`src/rtl/tdc_fifo_arbiter.sv`:
```
`default_nettype none
// ============================================================================
// Module      : tdc_fifo_arbiter
// Description : Round-robin burst arbiter merging N_SRC FWFT word sources
//               into one FIFO-read interface. Optional macro
//               TDC_FIFO_ARBITER_SOURCE_TAG_EN tags FIFO_DATA[DATA_W-1 -: 4]
//               with the granted source index.
// Revision    : 1.0 - initial release
// ============================================================================
module tdc_fifo_arbiter #(
  parameter int N_SRC     = 4,
  parameter int MAX_BURST = 16,
  parameter int DATA_W    = 32
) (
  input  logic                    BUS_CLK,
  input  logic                    BUS_RST,
  input  logic [N_SRC-1:0]        SRC_EN,
  input  logic [N_SRC-1:0]        SRC_EMPTY,
  input  logic [N_SRC*DATA_W-1:0] SRC_DATA,
  output logic [N_SRC-1:0]        SRC_READ,
  input  logic                    FIFO_READ,
  output logic                    FIFO_EMPTY,
  output logic [DATA_W-1:0]       FIFO_DATA,
  output logic [N_SRC-1:0]        GRANT,
  output logic [15:0]             BURST_CNT
);

  localparam int               IDX_W     = (N_SRC > 1) ? $clog2(N_SRC) : 1;
  localparam logic [IDX_W-1:0] LAST_RST  = IDX_W'(N_SRC - 1);
  localparam logic [15:0]      BURST_MAX = 16'(MAX_BURST);

  typedef enum logic [0:0] {
    S_IDLE  = 1'b0,
    S_GRANT = 1'b1
  } state_t;

  state_t             state, state_nxt;
  logic [N_SRC-1:0]   grant, grant_nxt;
  logic [15:0]        burst_cnt, cnt_nxt, cnt_inc;
  logic [IDX_W-1:0]   last, last_nxt;
  logic [IDX_W-1:0]   gidx, gidx_nxt;
  logic [IDX_W-1:0]   pick, cand;
  logic               found;
  logic [N_SRC-1:0]   req;
  logic [DATA_W-1:0]  words [N_SRC];
  logic [DATA_W-1:0]  word_g, fifo_word;
  logic               granted, src_empty_g, pop;

  generate
    for (genvar i = 0; i < N_SRC; i++) begin : g_unpack
      assign words[i] = SRC_DATA[i*DATA_W +: DATA_W];
    end
  endgenerate

  assign req         = SRC_EN & ~SRC_EMPTY;
  assign granted     = (state == S_GRANT);
  assign src_empty_g = SRC_EMPTY[gidx];
  assign word_g      = words[gidx];
  assign pop         = granted & FIFO_READ & ~src_empty_g;
  assign cnt_inc     = burst_cnt + 16'd1;

  // Rotating search starting just after the last granted source.
  always_comb begin
    found = 1'b0;
    pick  = last;
    cand  = '0;
    for (int k = 1; k <= N_SRC; k++) begin
      cand = IDX_W'((int'(last) + k) % N_SRC);
      if (!found && req[cand]) begin
        found = 1'b1;
        pick  = cand;
      end
    end
  end

  always_comb begin
    state_nxt = state;
    grant_nxt = grant;
    cnt_nxt   = burst_cnt;
    last_nxt  = last;
    gidx_nxt  = gidx;
    case (state)
      S_IDLE: begin
        if (found) begin
          state_nxt       = S_GRANT;
          grant_nxt       = '0;
          grant_nxt[pick] = 1'b1;
          cnt_nxt         = '0;
          gidx_nxt        = pick;
        end
      end
      S_GRANT: begin
        if (pop) begin
          cnt_nxt = cnt_inc;
        end
        if ((pop && cnt_inc == BURST_MAX) || src_empty_g) begin
          state_nxt = S_IDLE;
          grant_nxt = '0;
          last_nxt  = gidx;
        end
      end
      default: state_nxt = S_IDLE;
    endcase
  end

  always_ff @(posedge BUS_CLK or posedge BUS_RST) begin
    if (BUS_RST) begin
      state     <= S_IDLE;
      grant     <= '0;
      burst_cnt <= '0;
      last      <= LAST_RST;
      gidx      <= '0;
    end else begin
      state     <= state_nxt;
      grant     <= grant_nxt;
      burst_cnt <= cnt_nxt;
      last      <= last_nxt;
      gidx      <= gidx_nxt;
    end
  end

  always_comb begin
    fifo_word = word_g;
`ifdef TDC_FIFO_ARBITER_SOURCE_TAG_EN
    fifo_word[DATA_W-1 -: 4] = 4'(gidx);
`endif
  end

  // Reset drops state to IDLE asynchronously, which also kills any pop in flight.
  assign SRC_READ   = grant & {N_SRC{pop}};
  assign FIFO_EMPTY = granted ? src_empty_g : 1'b1;
  assign FIFO_DATA  = granted ? fifo_word : '0;
  assign GRANT      = grant;
  assign BURST_CNT  = burst_cnt;

endmodule
`default_nettype wire

```
`config.mk`:
```
export PLATFORM = sky130hd
export DESIGN_NAME = tdc_fifo_arbiter
export DESIGN_NICKNAME = d
export VERILOG_FILES = /design/src/rtl/tdc_fifo_arbiter.sv
export SDC_FILE = /design/constraint.sdc
export NUM_CORES = 1
export LEC_CHECK = 0
export ABC_AREA = 1
export CORE_MARGIN = 2
export CORE_UTILIZATION = 36
export CTS_CLUSTER_SIZE = 12
export DETAILED_ROUTE_END_ITERATION = 8
export HOLD_SLACK_MARGIN = 0.06
export PLACE_DENSITY = 0.82
export SLEW_MARGIN = 30
export SYNTH_ARGS = -nofsm -noshare
export SYNTH_HDL_FRONTEND = slang
export SYNTH_SLANG_ARGS = --single-unit
```
`constraint.sdc`:
```
create_clock -name BUS_CLK -period 2 [get_ports BUS_CLK]
set_input_delay 0.3 -clock BUS_CLK [delete_from_list [all_inputs] [get_ports BUS_CLK]]
set_output_delay 0.3 -clock BUS_CLK [all_outputs]
set_load 0.01 [all_outputs]
```
==> flow_summary.rst <==
.. list-table::
   :header-rows: 1

   * - Metric
     - Value
   * - Outcome
     - finished with violations
   * - Violated checks
     - setup timing
   * - Number of search-and-repair iterations in the first detailed-routing pass
     - 6
   * - Gpl congestion
     - between 0.9 and 1
   * - Final total negative setup slack
     - -620 ps
   * - HPWL after DPL
     - ~9800 um
   * - Wire length of the first global-routing pass
     - ~19000 um
   * - Area of the mapped netlist
     - 2840 sq um
   * - Static leakage
     - between 0.002 and 0.0025 uW
   * - Avg Synthesized Cell Area
     - about 5.6 sq um
   * - Number of warnings issued by yosys
     - 0
   * - Post-synth cell types
     - 30
   * - Count of pins over their slew limit
     - 0
   * - Final number of setup-violating endpoints
     - 11
   * - Top layer used by detailed routing
     - met4
   * - Kind of critical path
     - reg -> out
   * - Number of buffers added by the clock tree synthesis step
     - 3
   * - Worst-case setup slack after placement
     - -159 ps
   * - Hold WC Path Type
     - in -> async
   * - Endpoint of the most critical register-to-register path
     - GRANT[1]
   * - Clock tree from TritonCTS
     - built
   * - Iter 0 DRT Violations
     - 230
   * - DRC violation count after routing
     - 0
   * - Core region area
     - ~7700 sq um
   * - Overall power
     - between 6000 and 7000 uW
   * - Cells taking the most area after synthesis
     - nor2_1, dfrtp_1, o21ai_0
   * - Number of global-route vias before repair
     - approximately 4000
   * - Setup repair after global routing missed its margin
     - yes
   * - Die width
     - 92.8 um
   * - Synth-to-layout area growth
     - 91.9%
   * - Maximum number of pins on one net before global-route repair
     - 35
   * - Final Non-Filler Cells
     - 827
   * - DRT Wirelength
     - approximately 13000 um
   * - DP Cell Count
     - 800
   * - Prevailing post-synth register cell
     - dfrtp_1
   * - Sum of met3 wire segment lengths after detailed routing
     - about 1100 um
   * - Die Outline Area
     - roughly 8600 sq um
   * - Worst setup slack after layout
     - -133 ps
   * - Initial core utilization
     - 0.370
   * - Metal2 WL
     - 6830 um
   * - Number of H-tree levels
     - 1
   * - Max frequency
     - between 400 and 500 MHz
   * - Io pins
     - between 150 and 200
   * - Max rail drop VDD
     - 0.527 mV
   * - Post-synth ARST share
     - 1.00
   * - Later-pin clock latency in the skew report
     - ~280 ps
   * - Worst R2R Path Depth
     - 16
   * - Register area share after synthesis
     - 0.221
   * - Largest fanout of any net on the critical path
     - 6
   * - Worst slew margin relative to its limit
     - 0.775
   * - Post-DR vias/cell
     - between 5 and 6
   * - Via count
     - 4286
   * - Total clock sinks
     - 25
   * - Gate count after technology mapping
     - slightly above 500
   * - Site row count
     - 32
   * - Critical Path End
     - SRC_READ[0]
   * - Post-synth EDFFs
     - 0
   * - Diodes inserted
     - 0
   * - Final critical-path required period
     - approximately 2100 ps
   * - Type of element capturing the critical path
     - output port
   * - Required time at the worst-slack endpoint
     - 1700 ps
   * - Aggregate global-route resource usage
     - 0.276
   * - Flop and latch count out of synthesis
     - 25
   * - Overall overflow remaining after global route
     - 0
   * - Antenna violations before repair
     - 0
   * - Final setup skew
     - 5.91 ps
   * - Arrival time at the worst endpoint
     - 1830 ps
   * - Number of fill cells
     - roughly 660
   * - Share of the synthesized area in the top cell type
     - 0.205
   * - Number of failing hold endpoints at the final stage
     - 0
   * - Number of buffers on the longest clock path
     - 2
   * - Syn nets
     - 649
   * - Origin of the worst setup path
     - gidx[0]
   * - Slew @ Worst Pin
     - 338 ps
   * - M1 wire length
     - a little under 5000 um
   * - Routed wire length per instance
     - 15.9 um
   * - Max capacitance violation total
     - 0
   * - Fraction of layout cells with a size suffix above 1
     - 0.200
   * - Clock transition at the registers of the reported paths
     - about 100 ps
   * - Element type at the critical path start
     - register
   * - Post-synthesis cell type with the largest combined area
     - nor2_1
   * - Post-layout net count
     - 867
   * - Post-detailed-route count of antenna-violating nets
     - 0
   * - Critical R2R Launch
     - gidx[0]
   * - Number of port buffers
     - between 150 and 200
   * - Reg2reg setup slack
     - -80 ps
   * - Root buffer selected by CTS
     - clkbuf_8
   * - Die Height
     - around 93 um
   * - Cell area power density
     - 1140 nW/um^2
   * - Final cycle utilization of the critical path
     - 1.07
-- cell families (layout without fill, tap and decap cells) --
group                    after synthesis  count (layout)  synth area share
AND/OR/NAND/NOR                      287             287             0.413
AO/OA/AOI/OAI                        127             127             0.252
buffers and inverters                 64             281            0.0929
flip-flops                            25              25             0.221
adder cells (fa/ha/maj)                2               2           0.00881
XOR/XNOR                               2               2           0.00881
multiplexers                           1               1           0.00352
-- what timing repair did --
action / in CTS / in global routing
resized for setup: 58 / 130
hold buffers: 0 / 0
pin swaps: 2 / 21
buffers inserted: 3 / 16
gates cloned: 2 / 2
endpoints found under the setup margin: 42 / 62
-- state kept, by name, indices dropped and copies added, names as in the netlist --
| register | flops |
|---|---|
| BURST_CNT | 16 |
| gidx | 2 |
| GRANT | 4 |
| granted | 1 |
| last | 2 |
-- worst max-delay path, stage by stage, from the launching register on --
cell and delay (ps):
dfrtp_2 470, buf_6 150, buf_16 140, nand2_4 50, nand3_2 70, nand2_2 110, buf_6 110, nand3_4 90
nor2_1 120, clkdlybuf4s15_2 230
-- area by class of cell --
cell class,count,area (sq um),share of cell area
timing repair buffer,240,2380,0.437
multi-input combinational,419,2110,0.388
sequential,25,631,0.116
inverter,36,143,0.0262
tap,102,128,0.0234
clock buffer,3,41.3,0.00757
clock inverter,1,7.51,0.00138
timing repair inverter,1,3.75,0.000689
-- through the flow --
stage / hold slack (ps) / cell area [sq um] / utilization
3_5_place_dp: 513 / 5050 / 0.657
5_1_grt: 407 / 5450 / 0.709
4_1_cts: 399 / 5190 / 0.675
2_1_floorplan: 326 / 2840 / -
6_report: 380 / 5450 / 0.709
3_3_place_gp: 506 / 5050 / 0.657
-- worst min path at each step --
stage                     startpoint  depth (start not counted)  slack (ps)            to
after floorplan              BUS_RST                          1         330  BURST_CNT[0]
after global placement       last[1]                          2         510       last[1]
after detailed placement    GRANT[0]                          2         510      GRANT[0]
after CTS                    BUS_RST                          3         400  BURST_CNT[2]
after global routing         BUS_RST                          3         410  BURST_CNT[2]
final                        BUS_RST                          3         380  BURST_CNT[2]
-- per-layer routing --
| metal | track usage | up-vias |
|---|---|---|
| met2 | 0.525 | 214 |
| met3 | 0.0635 | 27 |
| met1 | 0.310 | 1954 |
| met5 | 0 | - |
| met4 | 0.0625 | 0 |
| li1 | - | 2091 |
-- synthesized netlist by cell type, types with 2 or more instances --
master	count
a21oi_1	33
nand2_1	88
nand2_4	3
inv_1	31
o21ai_0	74
inv_2	3
o21ai_2	6
clkbuf_1	18
buf_2	4
clkinv_1	2
nand4_1	7
buf_1	3
nand2_2	2
o22ai_2	7
dfrtp_1	23
ha_1	2
nand3_1	25
buf_6	2
nor2_1	155
o21ai_1	5
nor2_2	5
dfstp_2	2
-- cell usage in the layout (no fill, tap or decap), drive strengths merged, types with 2 or more instances in the layout --
cell type,instances
buf,61
nand3,26
nor2,160
nand2,93
dfstp,2
inv,36
clkdlybuf4s50,157
nand4,7
dlymetal6s2s,7
dfrtp,23
clkbuf,17
o21ai,85
o22ai,7
ha,2
a21oi,33
-- where the power goes --
group	switching (uW)	internal, uW	total [uW]
combinational	2780	2400	5180
sequential	105	616	721
clock	186	142	328
total	3080	3160	6230
Note: power is estimated with default switching activity, not from simulation.
==> RTL edit 1 (same flow settings) <==
The option `TDC_FIFO_ARBITER_SOURCE_TAG_EN` is turned on by a define.
--- a/src/rtl/tdc_fifo_arbiter.sv
+++ b/src/rtl/tdc_fifo_arbiter.sv
@@ -9,2 +9,4 @@
 // ============================================================================
+`define TDC_FIFO_ARBITER_SOURCE_TAG_EN
+
 module tdc_fifo_arbiter #(
Formal check against the unedited RTL: not equivalent (a bounded check fails within 4 cycles, from zero or initial values and one cycle with BUS_RST high).
==> RTL edit 1 against the original RTL <==
The flow still finishes with violations (negative setup slack); critical endpoint is now GRANT[3]; sequential share of layout area increased by 0.82 points; synthesized area fell by 2.7%; total power fell by 14%; design area shrank 6.8%; worst setup slack gained 0.048 ns; routed wire length fell by 12%; utilization is 1.6 points lower; sequential cell count stayed put; clock power is 5% lower.
==> RTL edit 1: results (changes against the original RTL) <==
First-pass GRT wire length -> 17.5 mm (was 19.3 mm)
Pin count of the biggest net entering global routing -> 44 (was 35)
Worst Hold Class -> input pin to async pin (unchanged)
Placed inst area -> 0.00473 sq mm (was 0.00505 sq mm)
Via/cell ratio -> 5.04 (was 5.18)
Placement Setup Slack -> -0.172 ns (was -0.159 ns)
Vias in the first global route -> 3732 (was 4093)
H-tree levels -> 1 (unchanged)
Synth area leaders -> dfrtp_1, nor2_1, nand2_1 (was nor2_1, dfrtp_1, o21ai_0)
Worst VDD drop -> 0.000514 V (was 0.000527 V)
GPL Wtd Cong -> 0.914 (was 0.916)
Crit-path max FO -> 8 (was 6)
Max reg flops -> 16 (unchanged)
Leakage -> 2.25 nW (was 2.41 nW)
Asr flop ratio synth -> 1.00 (unchanged)
Failing checks -> negative setup slack (unchanged)
Ys flop type -> dfrtp_1 (unchanged)
CTS Root Cell -> clkbuf_8 (unchanged)
Antenna violations before repair -> 2 (was 0)
CP peak stage delay -> 0.51 ns (was 0.47 ns)
Setup ws final -> -0.0852 ns (was -0.133 ns)
Critical path's slowest cell -> dfrtp_2 (unchanged)
Post-DRT Antenna Nets -> 0 (unchanged)
Post-synthesis sequential area ratio -> 0.227 (was 0.221)
GRT Overall Usage -> 0.254 (was 0.276)
Clock Latency Late Sink -> 0.27 ns
Clock tree buffer depth -> 2 (unchanged)
Commonest cells post-synth -> nor2_1, nand2_1, o21ai_0, inv_1, a21oi_1 (was nor2_1, nand2_1, o21ai_0, a21oi_1, inv_1)
Post-route setup TNS -> -0.568 ns (was -0.620 ns)
Iteration-0 DRC Markers -> 167 (was 230)
Status -> finished, violations left (unchanged)
Setup Viol. Count Final -> 10 (was 11)
Clock Pin Slew Worst Setup and Hold Paths -> 0.09 ns
Ratio of cells with drive above 1 in the final layout -> 0.196 (was 0.200)
Nets -> 826 (was 867)
Vias after detailed routing -> 3958 (was 4286)
Syn Area/Cell -> 5.65 sq um (was 5.59 sq um)
Buffers on Ports -> 177 (was 195)
CTS Buf Count -> 3 (unchanged)
Clk_skew -> 0.00255 ns (was 0.00591 ns)
Synth unique cells -> 31 (was 30)
Fill count -> 583 (was 655)
Critical path's top delay family -> simple AND/OR/NAND/NOR gates (was buffers and inverters)
Placed Cells -> 758 (was 800)
Warnings from Yosys -> 0 (unchanged)
Drt pass-1 iters -> 5 (was 6)
Dpl hpwl -> 8.40 mm (was 9.84 mm)
Routed wire length -> 11.6 mm (was 13.1 mm)
Crit path DAT -> 2.26 ns (was 1.83 ns)
RTL edit 1: changes by cell type after synthesis, moves of 3 or more:
cell / unedited run / this run
nand2_1: 88 / 93
buf_2: 4 / 1
nor2_1: 155 / 136
o21ai_0: 74 / 67
a21oi_1: 33 / 29
inv_1: 31 / 37
RTL edit 1: kinds of logic (layout without fill, tap and decap cells):
| kind of cell | count (synthesis) | in the layout | synth area share |
|---|---|---|---|
| and+or+nand+nor | 276 | 276 | 0.414 |
| AOI/OAI and AO/OA | 112 | 112 | 0.228 |
| buffers and inverters | 70 | 264 | 0.106 |
| DFF | 25 | 25 | 0.227 |
| adders and majority gates | 2 | 2 | 0.00905 |
| muxes | 2 | 2 | 0.00860 |
| other | 1 | 4 | 0.00136 |
| xor gates and xnor gates | 1 | 1 | 0.00589 |
RTL edit 1: report_power, final:
part | total [mW] | switching (mW) | internal, mW
clock | 0.313 | 0.170 | 0.143
sequential | 0.741 | 0.125 | 0.616
combinational | 4.31 | 2.34 | 1.97
RTL edit 1: repair_timing:
item / CTS / global route
resized for setup: 84 / 102
cloned: 3 / 1
endpoints found under the hold margin: 0 / 0
pin swaps: 1 / 31
setup endpoints to repair: 41 / 53
setup buffers: 3 / 14
RTL edit 1: path summary, 6_finish.rpt:
kind | slack [ns] | startpoint | cells past startpoint | endpoint
max | -0.09 | gidx[0] | 15 | GRANT[3]
min in group BUS_CLK | 0.54 | GRANT[2] | 2 | GRANT[2]
max reg2reg | -0.09 | gidx[0] | 15 | GRANT[3]
min reg2reg | 0.54 | GRANT[2] | 2 | GRANT[2]
min | 0.37 | BUS_RST | 3 | BURST_CNT[3]
max in group asynchronous | 1.34 | BUS_RST | 3 | last[0]
RTL edit 1: cell type report:
type	instances	area (sq um)	area share
repair buffers	218	2120	0.417
multi-input cells	395	2000	0.394
flip-flops and latches	25	629	0.124
inverters	42	160	0.0315
well taps	99	124	0.0244
clock buffers	4	45.0	0.00887
diodes	2	5.00	0.000985
RTL edit 1: metal layers:
| metal | track usage | routed length, um |
|---|---|---|
| met1 | 0.286 | 4320 |
| met2 | 0.464 | 6190 |
| met5 | 0 | 0 |
| met3 | 0.0575 | 840 |
| met4 | 0.0972 | 224 |
RTL edit 1: tightest hold or removal path: cells and delay by family:
family | cells | cell delay, ns
buffers and inverters | 3 | 0.75
==> RTL edit 2 (same flow settings) <==
Without the edit above. Reset style: synchronous (`BUS_RST`), changed in one clocked block. Comments in the files are not updated.
--- a/src/rtl/tdc_fifo_arbiter.sv
+++ b/src/rtl/tdc_fifo_arbiter.sv
@@ -105,3 +105,3 @@
 
-  always_ff @(posedge BUS_CLK or posedge BUS_RST) begin
+  always_ff @(posedge BUS_CLK) begin
     if (BUS_RST) begin
Formal check against the unedited RTL: differs if BUS_RST is asserted again (counterexample within 4 cycles, from zero or initial values and one cycle with BUS_RST high); with BUS_RST held inactive, the same outputs for 10 cycles.
==> RTL edit 2 against the original RTL <==
Sequential power fell by 2%; die area rose by 2.8%; combinational power shrank 17%; design area increased by 0.83%; synthesized cell count up 7.7%; synthesized area grew 2.9%; worst setup slack better by 0.17 ns; sequential cell count did not move; sequential share of layout area fell by 2.2 points; clock power shrank 5%; routed wire length increased by 4.0%; total power fell by 14%; first-iteration DRC count rose by 19%; largest power group unchanged; highest routed layer unchanged.
==> RTL edit 2: results (changes against the original RTL) <==
Status -> finished, final reports clean (was finished, violations left)
Clk_skew -> 0.00547 ns (was 0.00591 ns)
Routed wire length -> 13.7 mm (was 13.1 mm)
Leakage -> 2.34 nW (was 2.41 nW)
Post-synthesis sequential area ratio -> 0.171 (was 0.221)
GPL Wtd Cong -> 0.952 (was 0.916)
Placed Cells -> 836 (was 800)
Via/cell ratio -> 5.33 (was 5.18)
Drt pass-1 iters -> 4 (was 6)
Synth area leaders -> nor2_1, dfxtp_1, nand2_1 (was nor2_1, dfrtp_1, o21ai_0)
Fill count -> 661 (was 655)
Crit-path max FO -> 7 (was 6)
Nets -> 898 (was 867)
Commonest cells post-synth -> nor2_1, nand2_1, o21ai_0, a21oi_1, nand3_1 (was nor2_1, nand2_1, o21ai_0, a21oi_1, inv_1)
Placement Setup Slack -> -0.112 ns (was -0.159 ns)
Worst Tran Pin Value -> 0.351 ns (was 0.338 ns)
Iteration-0 DRC Markers -> 274 (was 230)
Dpl hpwl -> 9.44 mm (was 9.84 mm)
Worst VDD drop -> 0.000730 V (was 0.000527 V)
Crit path DAT -> 2.18 ns (was 1.83 ns)
Ratio of cells with drive above 1 in the final layout -> 0.152 (was 0.200)
Synth unique cells -> 32 (was 30)
First-pass GRT wire length -> 20.6 mm (was 19.3 mm)
GRT Overall Usage -> 0.292 (was 0.276)
Placed inst area -> 0.00510 sq mm (was 0.00505 sq mm)
Ys flop type -> dfxtp_1 (was dfrtp_1)
Final std cells w/o fill -> 858 (was 827)
==> RTL edit 2: cell types whose count changed after synthesis, sizes merged, moves of 3 or more <==
cell,delta
nand3,+31
dfxtp,+25
o21ai,-18
o22ai,-7
clkbuf,+8
a21oi,+23
dfrtp,-23
nand2,+3
nor2,-4
==> RTL edit 2: critical path, stage by stage, from the launching register on <==
cell and delay [ns]:
dfxtp_2 0.38, buf_6 0.14, nand2_4 0.05, nor2_4 0.21, nand2_2 0.11, nor2_2 0.10
nand3_1 0.10, nand2_1 0.08, nand2_1 0.06, nor2_2 0.12, nand2_2 0.08, nand2_4 0.13
nand2_8 0.08, nand3_2 0.07, nand2_2 0.06, nor2_2 0.14
==> RTL edit 2: cell type report <==
class,count,area (sq um),area share
Clock inverter,1,5.00,0.000911
Clock buffer,3,41.3,0.00751
Multi-Input combinational cell,456,2260,0.411
Tap cell,102,128,0.0232
Timing Repair Buffer,238,2420,0.440
Inverter,33,131,0.0239
Sequential cell,25,515,0.0938
==> RTL edit 2: layer usage <==
metal / GRT usage / vias to the layer above / part of all wire
met4: 0.0978 / 0 / 0.031
li1: - / 2224 / -
met2: 0.519 / 264 / 0.50
met5: 0 / - / 0
met1: 0.345 / 2051 / 0.39
met3: 0.0626 / 38 / 0.085
==> RTL edit 2: power by group <==
group | leakage (nW) | internal [mW] | total (mW) | switching (mW)
sequential | 0.207 | 0.584 | 0.709 | 0.125
clock | 0.0255 | 0.140 | 0.312 | 0.172
combinational | 2.11 | 1.95 | 4.32 | 2.37
==> RTL edit 2: cells by family (layout without fill, tap and decap cells) <==
kind of cell,after synthesis,in the layout,synth area share
XOR/XNOR,3,3,0.0141
adder cells (fa/ha/maj),2,2,0.00856
buffers and inverters,68,275,0.104
AND/OR/NAND/NOR,319,321,0.469
AO/OA/AOI/OAI,130,130,0.233
flip-flops,25,25,0.171
==> RTL edit 2: worst paths after layout <==
path	startpoint	end	slack, ns	cells after the start
worst max-delay path	BURST_CNT[1]	GRANT[2]	0.03	15
worst min-delay path	BURST_CNT[15]	BURST_CNT[15]	0.53	2
worst max register to register	BURST_CNT[1]	GRANT[2]	0.03	15
worst min register to register	BURST_CNT[15]	BURST_CNT[15]	0.53	2
==> RTL edit 2: repair_timing <==
action                                  CTS  global route
setup buffers                             0            10
hold buffers                              0             0
pin swaps                                 2            21
endpoints found under the setup margin   42            38
gates resized for setup                  53            66
endpoints found under the hold margin     0             0
gates cloned                              7             1
==> RTL edit 2: per-stage QoR <==
stage / total power, mW / utilization
after global routing: 5.75 / 0.704
after floorplan: 2.91 / -
after detailed placement: 4.44 / 0.654
after CTS: 5.01 / 0.681
after global placement: 4.37 / 0.654
final: 5.34 / 0.704
